## src/rtl/mul_iter_unit.sv

```systemverilog
// mul_iter_unit: iterative RV32M/RV64M multiplier (MUL/MULH/MULHSU/MULHU), RADIX_BITS multiplier bits per RUN cycle.
// Optional MUL_EARLY_OUT_EN: leave RUN as soon as the remaining multiplier bits are all zero.
module mul_iter_unit #(
  parameter int WIDTH      = 32,
  parameter int RADIX_BITS = 1
) (
  input  logic             clk,
  input  logic             rst_n,
  input  logic             flush,
  input  logic             in_valid,
  output logic             in_ready,
  input  logic [1:0]       op,
  input  logic [WIDTH-1:0] a,
  input  logic [WIDTH-1:0] b,
  output logic             out_valid,
  input  logic             out_ready,
  output logic [WIDTH-1:0] hi,
  output logic [WIDTH-1:0] lo
);
  localparam int N  = WIDTH / RADIX_BITS;
  localparam int CW = $clog2(N + 1);
  localparam int W2 = 2 * WIDTH;
  localparam logic [1:0] IDLE = 2'd0, RUN = 2'd1, FIX = 2'd2, DONE = 2'd3;
  logic [1:0]       state;
  logic [CW-1:0]    cnt;
  logic [W2-1:0]    acc, mcand, acc_nxt, res;
  logic [WIDTH-1:0] mb, mb_nxt, mag_a, mag_b;
  logic             neg, a_neg, b_neg, last;
  assign in_ready = state == IDLE;
  // mcand and mb shift each step, so the current digit is always mb's low RADIX_BITS
  always_comb begin
    a_neg   = (op == 2'b01 || op == 2'b10) && a[WIDTH-1];
    b_neg   = op == 2'b01 && b[WIDTH-1];
    mag_a   = a_neg ? -a : a;
    mag_b   = b_neg ? -b : b;
    mb_nxt  = mb >> RADIX_BITS;
    acc_nxt = acc + mcand * W2'(mb[RADIX_BITS-1:0]);
    res     = neg ? -acc : acc;
`ifdef MUL_EARLY_OUT_EN
    last    = cnt == CW'(N - 1) || mb_nxt == '0;
`else
    last    = cnt == CW'(N - 1);
`endif
  end
  always_ff @(posedge clk) begin
    if (!rst_n) begin
      state     <= IDLE;
      cnt       <= '0;
      acc       <= '0;
      mcand     <= '0;
      mb        <= '0;
      neg       <= 1'b0;
      out_valid <= 1'b0;
      hi        <= '0;
      lo        <= '0;
    end else if (flush) begin
      state     <= IDLE;
      out_valid <= 1'b0;
    end else begin
      case (state)
        IDLE: if (in_valid) begin
          state <= RUN;
          mcand <= W2'(mag_a);
          mb    <= mag_b;
          neg   <= a_neg ^ b_neg;
          acc   <= '0;
          cnt   <= '0;
        end
        RUN: begin
          acc   <= acc_nxt;
          mcand <= mcand << RADIX_BITS;
          mb    <= mb_nxt;
          cnt   <= cnt + CW'(1);
          state <= last ? FIX : RUN;
        end
        FIX: begin
          hi        <= res[W2-1:WIDTH];
          lo        <= res[WIDTH-1:0];
          out_valid <= 1'b1;
          state     <= DONE;
        end
        default: if (out_ready) begin
          out_valid <= 1'b0;
          state     <= IDLE;
        end
      endcase
    end
  end
endmodule
```

## config.mk

```make
export PLATFORM = sky130hd
export DESIGN_NAME = mul_iter_unit
export DESIGN_NICKNAME = d
export VERILOG_FILES = /design/src/rtl/mul_iter_unit.sv
export SDC_FILE = /design/constraint.sdc
export NUM_CORES = 1
export LEC_CHECK = 0
export ABC_AREA = 1
export CORE_MARGIN = 2
export CORE_UTILIZATION = 37
export CTS_CLUSTER_DIAMETER = 100
export DETAILED_ROUTE_END_ITERATION = 10
export GPL_TIMING_DRIVEN = 0
export PLACE_DENSITY_LB_ADDON = 0.3
export SYNTH_ARGS = -nofsm -noshare
export SYNTH_HDL_FRONTEND = slang
export SYNTH_SLANG_ARGS = --single-unit
```

## constraint.sdc

```tcl
create_clock -name clk -period 2.5 [get_ports clk]
set_input_delay 0.25 -clock clk [delete_from_list [all_inputs] [get_ports clk]]
set_output_delay 0.25 -clock clk [all_outputs]
set_load 0.01 [all_outputs]
```

==> impl_metrics.csv, run 1 <==
group,metric,value,unit
drt,drt-vias-per-instance,5.04,
drt,num_vias,21800,
timing,rsz0062_at_grt,"true",
drt,route.met3.wl,4480,microns
setup_path,cp.arrival,2.91,ns
pwr,p_leak,0.0121,uW
pwr,power.total,9780,uW
setup_path,cp_common_cell,"nand2_1",
timing,worst_pin_slew,1.17,ns
setup_path,critPathRequiredTime,2.92,ns
setup_path,rr_endpoint,"acc[59]",
pwr,power_density,404,nW/um^2
min_path,hp-class,"in2reg",
min_path,hold_depth,3,
synth,syn_area,19300,sq um
final_layout,seqCellArea,4690,sq um
synth,netlist_top_cells_count,"nand2_1 (1169), inv_1 (570), nor2_1 (395)",
drt,drt_iter0_markers,1656,
pwr,power_frac_clock,47.5,%
synth,synth_top_area_share,24.3,%
final_layout,multi_input_area,13500,sq um
pwr,p_seq_share,39.6,%
synth,synth_nets,3592,
synth,yosysMostFrequentCell,"nand2_1",
pwr,p_int,7030,uW
pwr,p_comb_share,13.0,%
global_routing,grt_usage,27.3,%
setup_path,criticalPathCategory,"reg2reg",
drt,wl_met1,33000,microns
synth,synthTopCellsByArea,"dfxtp_1 (24%), nand2_1 (23%), inv_1 (11%)",
synth,synth_edf_count,0,
pwr,ir_worst_vdd,0.525,mV
final_layout,final_nets,3776,
global_routing,grt_pass1_wl,114000,microns
synth,synth_flop_cell,"dfxtp_1",
drt,top_layer_used,"met4",
global_routing,grt_max_degree,15,
pwr,p_switching,2760,uW
final_layout,drive_above_1_share,12.4,%
final_layout,design_area,24200,sq um
timing,period_needed,2.49,ns
synth,syn-instance-count,3448,
min_path,min_from,"b[31]",
place,post-place-ws,-1.20,ns
place,io_buffers,135,
timing,drv_slew,0,
run,max-cap-violations,0,
global_routing,antenna_found_initial,1,
place,place_area,21500,sq um
status,status,"complete, no violations",
timing,layout_setup_ws,0.0121,ns
setup_path,slowest_delay,0.41,ns
setup_path,cp_top_family,"simple AND/OR/NAND/NOR gates",
synth,yosysSeqAreaShare,24.3,%
clocking,cts_tree,"done",
timing,holdWs,0.301,ns
drt,routed_wl,75000,microns
final_layout,n_fill_cell,5505,
setup_path,critPathMaxFanout,7,
setup_path,path_cells,"clkbuf_16 -> nand2_1 -> inv_1 -> ha_2 -> nand2_1 -> inv_1 -> nand2_1 -> nor2_2 -> nand2_2 -> nor4_2 -> nand2_1 -> nand2_1 -> nand2_1 -> nand3_1 -> a21oi_1",
synth,yosysTopAreaCell,"dfxtp_1",
setup_path,worst-path-buf-inv,3,
synth,avgSynthCellArea,5.58,sq um
timing,setup_violations,0,
clocking,clk_latency,0.60,ns
pwr,swShare,28.2,%
setup_path,rr_startpoint,"mb[0]",
timing,hold_viol_final,0,
synth,yosys_warnings,0,
clocking,clock_sinks,234,
drt,firstDrtPassIters,5,
final_layout,area_growth,25.8,%
clocking,cts-root-buf,"clkbuf_16",
clocking,clockBufferDepth,3,
final_layout,num_antenna_cells,0,
setup_path,endpoint_kind,"flop",
global_routing,grt.overflow.total,0,
timing,fmax,0.402,GHz
place,gp_congestion,0.994,
setup_path,rr_worst_depth,15,
floorplanning,core,51400,sq um
floorplanning,row_count,83,
global_routing,grt_pass1_vias,20600,
min_path,hold_path_end,"mb[31]",
setup_path,worst_setup_path_start_kind,"flop",
drt,drt_drc_violations_left,0,
synth,synth_seq_cells,234,
floorplanning,io_pins,137,
floorplanning,start_util,37.5,%
place,dp_hpwl,59600,microns
clocking,hold_buffers,0,
drt,wl_met2,33400,microns
floorplanning,die-area,53900,sq um
synth,synth_cell_types,48,
setup_path,slowest_stage,"ha_2",
drt,ant_nets,0,
timing,min_period_over_period,99.5,%
setup_path,r2r_setup_slack,0.01,ns
timing,relSlewSlack,21.9,%
timing,fin_skew,0.0239,ns
clocking,cts_max_level,1,
clocking,path_clk_slew,0.06,ns
synth,async_flop_share,0,%
floorplanning,die_w,232,microns
floorplanning,die_h,232,microns
clocking,cts_made_buffers,29,
drt,wl_per_cell,17.3,microns
==> cell usage in the layout, fill, tap and decap left out, types with 50 or more instances in the layout <==
cell / netlist / routed
nand2_1: 1169 / 1075
inv_1: 570 / 557
nor2_1: 395 / 340
a21oi_1: 272 / 240
dfxtp_1: 234 / 233
nand3_1: 211 / 190
clkdlybuf4s50_1: 0 / 135
o21ai_0: 107 / 107
nand2_2: 5 / 78
clkbuf_1: 75 / 63
xor2_1: 50 / 50
==> flip-flops by register name, indices dropped and copies added (netlist names) <==
name       flops
acc           64
cnt            6
hi            32
lo            32
mb            32
mcand         64
neg            1
out_valid      1
state          2
==> final cells by class <==
cell class              instances  area share [%]
multi-input cells            2531            55.6
well taps                     680            3.51
repair buffers                155            6.27
clock inverters                15           0.930
plain buffers                 105            2.11
flip-flops and latches        234            19.4
inverters                     576            8.93
clock buffers                  37            3.33
==> stage by stage <==
step | instances | TNS, ns | utilization, %
final | 4333 | 0 | 47.1
after global routing | 4333 | -1.66 | 47.1
after CTS | 4321 | -0.175 | 44.6
after detailed placement | 4263 | -68.26 | 41.7
after global placement | 4263 | -66.91 | 41.7
after floorplan | 3448 | 0 | -
==> timing repair <==
action | in CTS | in global routing
resized for setup | 113 | 293
pin swaps | 8 | 27
buffers inserted | 8 | 12
endpoints found under the setup margin | 145 | 138
==> worst max-delay path by stage <==
stage          start       to  cells after the start
5_1_grt        mb[0]  acc[59]                     15
6_report       mb[0]  acc[59]                     15
3_5_place_dp   mb[0]  acc[62]                     19
3_3_place_gp   mb[0]  acc[62]                     19
2_1_floorplan  mb[0]  acc[48]                     19
4_1_cts        mb[0]  acc[56]                     14
==> layer usage <==
| metal | vias up | GRT usage, % |
|---|---|---|
| li1 | 11100 | - |
| met1 | 9829 | 35.3 |
| met2 | 684 | 45.0 |
| met3 | 191 | 2.85 |
| met4 | 0 | 14.2 |
| met5 | - | 0 |
==> power by group through the flow <==
stage                     sequential (uW)  combinational (uW)  clock [uW]
after floorplan                      3930                 719           0
after global placement               3940                1200           0
after detailed placement             3940                1200           0
after CTS                            3870                1220        4710
after global routing                 3880                1390        4840
final                                3870                1270        4640
==> worst reg2reg max path: stages, from the launching register on <==
cell       delay [ns]
dfxtp_4          0.40
clkbuf_16        0.18
nand2_1          0.06
inv_1            0.04
ha_2             0.41
nand2_1          0.11
inv_1            0.08
nand2_1          0.11
nor2_2           0.23
nand2_2          0.12
nor4_2           0.25
nand2_1          0.11
nand2_1          0.07
nand2_1          0.04
nand3_1          0.06
a21oi_1          0.07
==> kinds of logic (layout without fill, tap and decap cells) <==
group                    after synthesis  in the layout  synth area share, %
AND/OR/NAND/NOR                     1927           1927                 41.3
buffers and inverters                683            888                 13.5
adder cells (fa/ha/maj)               73             73                 4.78
XOR/XNOR                              61             61                 2.77
AO/OA/AOI/OAI                        470            470                 13.3
flip-flops                           234            234                 24.3
Power figures use the tool's default switching activity.
==> inputs of run 2 (changes only) <==
--- a/config.mk
+++ b/config.mk
@@ -12,6 +12,7 @@
 export DETAILED_ROUTE_END_ITERATION = 10
 export GPL_TIMING_DRIVEN = 0
 export PLACE_DENSITY_LB_ADDON = 0.3
+export SKIP_LAST_GASP = 1
 export SYNTH_ARGS = -nofsm -noshare
 export SYNTH_HDL_FRONTEND = slang
 export SYNTH_SLANG_ARGS = --single-unit
==> run 2 against run 1 <==
- setup slack improved by 0.0060 ns
- via count increased by 0.26%
- flip-flop and latch count unchanged
- sequential share of layout area increased by 0.12 points
- register-to-register slack about the same
- critical path type unchanged
- wire length decreased by 0.36%
- total power decreased by 0.13%
- first-iteration DRC count increased by 0.12%
- sequential power about the same
- maximum frequency increased by 0.24%
- cell count unchanged
==> impl_metrics.csv, run 2 (same netlist as run 1, synthesis figures left out) <==
group,metric,value,unit
clocking,cts_tree,"done",
global_routing,grt.overflow.total,0,
place,io_buffers,135,
setup_path,worst_setup_path_start_kind,"flop",
place,gp_congestion,0.994,
drt,num_vias,21900,
setup_path,endpoint_kind,"flop",
final_layout,area_growth,25.0,%
floorplanning,die_h,232,microns
pwr,power_density,406,nW/um^2
global_routing,grt_pass1_wl,114000,microns
final_layout,drive_above_1_share,12.0,%
final_layout,final_cell_mix,"nand2_1 (1081), inv_1 (562), nor2_1 (344), a21oi_1 (240), dfxtp_1 (233)",
final_layout,n_fill_cell,5530,
setup_path,critPathMaxFanout,10,
drt,firstDrtPassIters,9,
floorplanning,die_w,232,microns
floorplanning,start_util,37.5,%
setup_path,cp.arrival,2.93,ns
min_path,hold_depth,3,
drt,wl_per_cell,17.2,microns
pwr,p_leak,0.0121,uW
floorplanning,io_pins,137,
drt,drt_drc_violations_left,0,
setup_path,criticalPathCategory,"reg2reg",
clocking,clock_sinks,234,
drt,drt-vias-per-instance,5.05,
clocking,cts-root-buf,"clkbuf_16",
drt,drt_iter0_markers,1658,
final_layout,reg.largest.list,"acc x64, mcand x64",
floorplanning,core,51400,sq um
global_routing,antenna_found_initial,2,
clocking,clockBufferDepth,3,
global_routing,grt_max_degree,15,
global_routing,grt_usage,27.3,%
status,status,"complete, no violations",
timing,fin_skew,0.0293,ns
timing,drv_slew,0,
final_layout,final_util,46.8,%
run,max-cap-violations,0,
drt,ant_nets,0,
timing,relSlewSlack,21.0,%
timing,period_needed,2.48,ns
floorplanning,row_count,83,
place,dp_hpwl,59600,microns
final_layout,mostFrequentLayoutCell,"nand2_1",
floorplanning,die-area,53900,sq um
timing,setup_violations,0,
final_layout,num_antenna_cells,0,
min_path,hp-class,"in2reg",
pwr,ir_worst_vdd,0.523,mV
timing,rsz0062_at_grt,"true",
clocking,clk_latency,0.60,ns
final_layout,design_area,24100,sq um
timing,layout_setup_ws,0.0182,ns
drt,routed_wl,74700,microns
setup_path,critPathRequiredTime,2.95,ns
clocking,path_clk_slew,0.06,ns
setup_path,rr_worst_depth,15,
global_routing,grt_pass1_vias,20600,
timing,fmax,0.403,GHz
clocking,cts_max_level,1,
place,place_area,21500,sq um
timing,min_period_over_period,99.3,%
timing,worst_pin_slew,1.19,ns
place,post-place-ws,-1.20,ns
clocking,cts_made_buffers,29,
final_layout,final_nets,3776,
timing,hold_viol_final,0,
-- run 2: cell count changes in the layout (fill, tap and decap cells not counted), moves of 3 or more --
cell,previous run,this run
nand2_1,1075,1081
nor2_4,32,27
nand2_4,23,19
ha_4,36,26
clkbuf_1,63,59
ha_2,16,20
nand3_1,190,186
inv_2,16,11
nand2_2,78,75
inv_1,557,562
clkbuf_2,7,11
nand3_2,14,18
ha_1,20,26
nor2_1,340,344
-- run 2: report_power, final --
| part | leakage, uW | switching [uW] | internal [uW] |
|---|---|---|---|
| logic | 0.00974 | 837 | 425 |
| registers | 0.00189 | 62.6 | 3810 |
| clock network | 0.000493 | 1850 | 2790 |
-- run 2: worst paths after layout --
check	to	slack, ns	from
worst max-delay path	acc[29]	0.02	mb[0]
worst max register to register	acc[29]	0.02	mb[0]
worst min-delay path	mb[31]	0.30	b[31]
worst min register to register	mb[7]	0.46	mb[7]
-- run 2: cell type report --
| class | count | area, sq um | area share (%) |
|---|---|---|---|
| Buffer | 105 | 515 | 2.14 |
| Clock buffer | 37 | 806 | 3.35 |
| Clock inverter | 15 | 225 | 0.935 |
| Inverter | 576 | 2160 | 8.99 |
| Multi-Input combinational cell | 2531 | 13300 | 55.3 |
| Sequential cell | 234 | 4690 | 19.5 |
| Tap cell | 680 | 851 | 3.53 |
| Timing Repair Buffer | 155 | 1520 | 6.32 |
-- run 2: metal layers --
metal | vias to the layer above | wire length, microns | track usage, % | share of wire [%]
li1 | 11100 | - | - | -
met1 | 9817 | 32600 | 35.2 | 44
met2 | 755 | 33200 | 45.0 | 44
met3 | 181 | 4950 | 2.93 | 6.6
met4 | 2 | 3930 | 14.1 | 5.3
met5 | - | 10 | 0 | 0.013
-- run 2: critical path, cell delays in order (launching register included) --
cell and delay [ns]:
dfxtp_4 0.45, buf_4 0.19, nand2_1 0.06, inv_1 0.08, ha_2 0.33, nand2_2 0.14, inv_1 0.05, nand2_1 0.06
nand2_1 0.07, nand2_1 0.06, nand2_1 0.14, a21oi_2 0.19, nand2_4 0.11, or2_2 0.28, nand3_1 0.07, a21oi_1 0.07
-- run 2: repair_timing --
item | CTS | global route
gates resized for setup | 101 | 283
pin swaps | 7 | 30
setup buffers | 8 | 12
setup endpoints to repair | 145 | 138
hold buffers | 0 | 0
-- run 2: per-stage QoR --
stage | cells | hold WS (ns) | setup TNS [ns] | power (uW)
3_5_place_dp | 4263 | 0.453 | -68.26 | 5140
5_1_grt | 4333 | 0.312 | -1.95 | 10100
4_1_cts | 4321 | 0.288 | -0.480 | 9800
3_3_place_gp | 4263 | 0.449 | -66.91 | 5140
2_1_floorplan | 3448 | 0.397 | 0 | 4650
6_report | 4333 | 0.302 | 0 | 9770
==> inputs of run 3 (changes only) <==
--- a/config.mk
+++ b/config.mk
@@ -5,10 +5,9 @@
 export SDC_FILE = /design/constraint.sdc
 export NUM_CORES = 1
 export LEC_CHECK = 0
-export ABC_AREA = 1
 export CORE_MARGIN = 2
 export CORE_UTILIZATION = 37
-export CTS_CLUSTER_DIAMETER = 100
+export CTS_CLUSTER_DIAMETER = 40
 export DETAILED_ROUTE_END_ITERATION = 10
 export GPL_TIMING_DRIVEN = 0
 export PLACE_DENSITY_LB_ADDON = 0.3
==> run 3 against run 2 <==
- the flow now finishes with violations (setup timing)
- largest cell class unchanged
- wire length decreased by 25%
- global-route usage fell by 3.0 points
- cell count decreased by 32%
- die area shrank 17%
- largest power group unchanged
- sequential share of layout area is 1.4 points higher
- synthesized cell count shrank 39%
- non-clock buffer count is 121 higher
- via count is 26% lower
- critical path depth unchanged
==> impl_metrics.csv, run 3 <==
group,metric,value,unit
clocking,clk_latency,0.56,ns
setup_path,endpoint_kind,"flop",
clocking,hold_buffers,0,
synth,synth_flop_cell,"dfxtp_1",
floorplanning,start_util,37.3,%
setup_path,slowest_stage,"or4_4",
clocking,cts-root-buf,"clkbuf_16",
drt,num_vias,16200,
min_path,min_from,"b[4]",
timing,drv_slew,0,
timing,fin_skew,0.0362,ns
place,post-place-ws,-1.77,ns
synth,synth_top_area_share,29.3,%
synth,synth_edf_count,0,
drt,wl_per_cell,18.9,microns
timing,min_period_over_period,143,%
pwr,power_frac_clock,54.6,%
setup_path,worst-path-buf-inv,2,
pwr,p_switching,2770,uW
setup_path,slowest_delay,0.55,ns
timing,hold_viol_final,0,
global_routing,antenna_found_initial,3,
synth,synth_cell_types,73,
floorplanning,die-area,44800,sq um
timing,final.setup.tns,-44.54,ns
setup_path,startpoint,"mb[0]",
place,dp_hpwl,41600,microns
floorplanning,die_w,212,microns
synth,avgSynthCellArea,7.65,sq um
synth,yosys_warnings,0,
status,status,"finished, violations left",
global_routing,grt_max_degree,14,
final_layout,instances_no_fill,2954,
status,violations,"setup timing",
timing,fmax,0.279,GHz
global_routing,grt_pass1_wl,86100,microns
drt,drt-vias-per-instance,5.50,
drt,ant_nets,0,
clocking,cts_tree,"done",
timing,relSlewSlack,43.3,%
pwr,swShare,25.6,%
synth,synth_seq_cells,234,
pwr,p_int,8060,uW
setup_path,rr_startpoint,"mb[0]",
global_routing,grt_pass1_vias,15900,
pwr,ir_worst_vdd,0.383,mV
clocking,cts_made_buffers,41,
drt,firstDrtPassIters,5,
synth,synthTopCellsByArea,"dfxtp_1 (29%), nand2_1 (8.6%), o21ai_0 (5.9%)",
synth,yosysSeqAreaShare,29.3,%
synth,yosysTopAreaCell,"dfxtp_1",
timing,worst_pin_slew,0.850,ns
final_layout,mostFrequentLayoutCell,"nand2_1",
pwr,p_seq_share,35.5,%
setup_path,worst_setup_path_start_kind,"flop",
clocking,path_clk_slew,0.05,ns
timing,holdWs,0.215,ns
run,max-cap-violations,0,
final_layout,final_util,52.7,%
final_layout,reg.largest.list,"acc x64, mcand x64",
place,io_buffers,135,
setup_path,path_cells,"clkbuf_16 -> clkbuf_8 -> and2_4 -> ha_4 -> a21oi_2 -> nor2_1 -> or4_4 -> o21ai_4 -> o21ai_4 -> a31oi_4 -> o21ai_4 -> o41ai_4 -> xnor2_1 -> mux2_2 -> a21boi_2",
synth,async_flop_share,0,%
floorplanning,core,42800,sq um
timing,period_needed,3.58,ns
global_routing,grt_usage,24.4,%
timing,layout_setup_ws,-1.08,ns
drt,drt_drc_violations_left,0,
min_path,hp-class,"in2reg",
clocking,clock_sinks,234,
place,gp_congestion,0.926,
floorplanning,io_pins,137,
synth,synth_nets,2232,
synth,syn-instance-count,2088,
setup_path,cp.arrival,4.06,ns
floorplanning,row_count,76,
final_layout,final_nets,2518,
setup_path,cp_common_cell,"o21ai_4",
clocking,cts_max_level,2,
setup_path,cp_top_family,"compound AO/OA/AOI/OAI gates",
drt,routed_wl,55700,microns
setup_path,criticalPathCategory,"reg2reg",
pwr,p_comb_share,9.8,%
pwr,p_leak,0.00879,uW
synth,netlist_top_cells_count,"nand2_1 (366), dfxtp_1 (234), o21ai_0 (189)",
timing,rsz0062_at_grt,"true",
setup_path,critPathRequiredTime,2.98,ns
timing,setup_violations,92,
clocking,clockBufferDepth,3,
setup_path,critPathMaxFanout,7,
synth,yosysMostFrequentCell,"nand2_1",
floorplanning,die_h,212,microns
pwr,power_density,480,nW/um^2
final_layout,area_growth,41.4,%
place,place_inst,2769,
global_routing,grt.overflow.total,0,
final_layout,final_cell_mix,"nand2_1 (344), dfxtp_1 (226), o21ai_0 (119), clkdlybuf4s50_1 (119), buf_4 (89)",
final_layout,drive_above_1_share,22.7,%
drt,drt_iter0_markers,950,
synth,syn_area,16000,sq um
## run 3: cell types whose count changed after synthesis, sizes merged, moves of 44 or more
cell | previous run | this run
a22oi | 0 | 63
nand2 | 1176 | 366
xnor2 | 11 | 84
nor2 | 409 | 87
nor2b | 0 | 74
a21boi | 1 | 51
clkbuf | 75 | 133
and2 | 4 | 100
inv | 573 | 32
xor2 | 50 | 94
o21ai | 123 | 193
nand3 | 215 | 24
a21oi | 275 | 124
## run 3: power groups by stage
| stage | registers [uW] | logic (uW) | clock network [uW] |
|---|---|---|---|
| final | 3850 | 1070 | 5920 |
| after global routing | 3850 | 1160 | 6190 |
| after CTS | 3850 | 1030 | 6010 |
| after detailed placement | 3920 | 937 | 0 |
| after global placement | 3920 | 926 | 0 |
| after floorplan | 3910 | 566 | 0 |
## run 3: cells by family after synthesis
logic type               count (synthesis)  synth area share [%]
adder cells (fa/ha/maj)                 73                  5.77
XOR/XNOR                               178                  9.76
buffers and inverters                  170                  4.48
multiplexers                             5                 0.321
flip-flops                             234                  29.3
AO/OA/AOI/OAI                          625                  25.7
AND/OR/NAND/NOR                        803                  24.7
## run 3: area by class of cell
type,instances,area (sq um)
diodes,1,2.50
fillers,3955,20200
flip-flops and latches,234,4700
multi-input cells,1684,12400
repair buffers,266,2510
clock inverters,29,383
clock buffers,47,1090
plain buffers,115,634
well taps,546,683
inverters,32,120
## run 3: tightest hold or removal path, stage by stage
cell and delay, ns:
buf_2 0.13, xnor2_1 0.13, o21ai_0 0.07, nand2_1 0.06, a21boi_0 0.06
## run 3: final timing paths
| check | to | slack, ns | depth (start not counted) |
|---|---|---|---|
| max | acc[63] | -1.08 | 15 |
| min | mb[4] | 0.21 | 5 |
| max reg2reg | acc[63] | -1.08 | 15 |
| min reg2reg | mb[10] | 0.46 | 2 |
## run 3: what timing repair did
item	CTS	global route
endpoints found under the setup margin	205	207
setup buffers	85	52
pin swaps	127	118
resized for setup	264	180
cloned	3	0
## run 3: layer usage
metal  GRT usage [%]  up-vias  routed length (microns)
met3            3.10      100                     2990
met2            39.7      507                    25400
met1            32.6     7675                    25600
met5               0        -                       13
met4            9.69        2                     1690
li1                -     7964                        -
## run 3: metrics by stage
step	area, sq um	total power, uW
3_5_place_dp	18500	4860
4_1_cts	21600	10900
3_3_place_gp	18500	4850
2_1_floorplan	16500	4470
5_1_grt	22600	11200
6_report	22600	10800
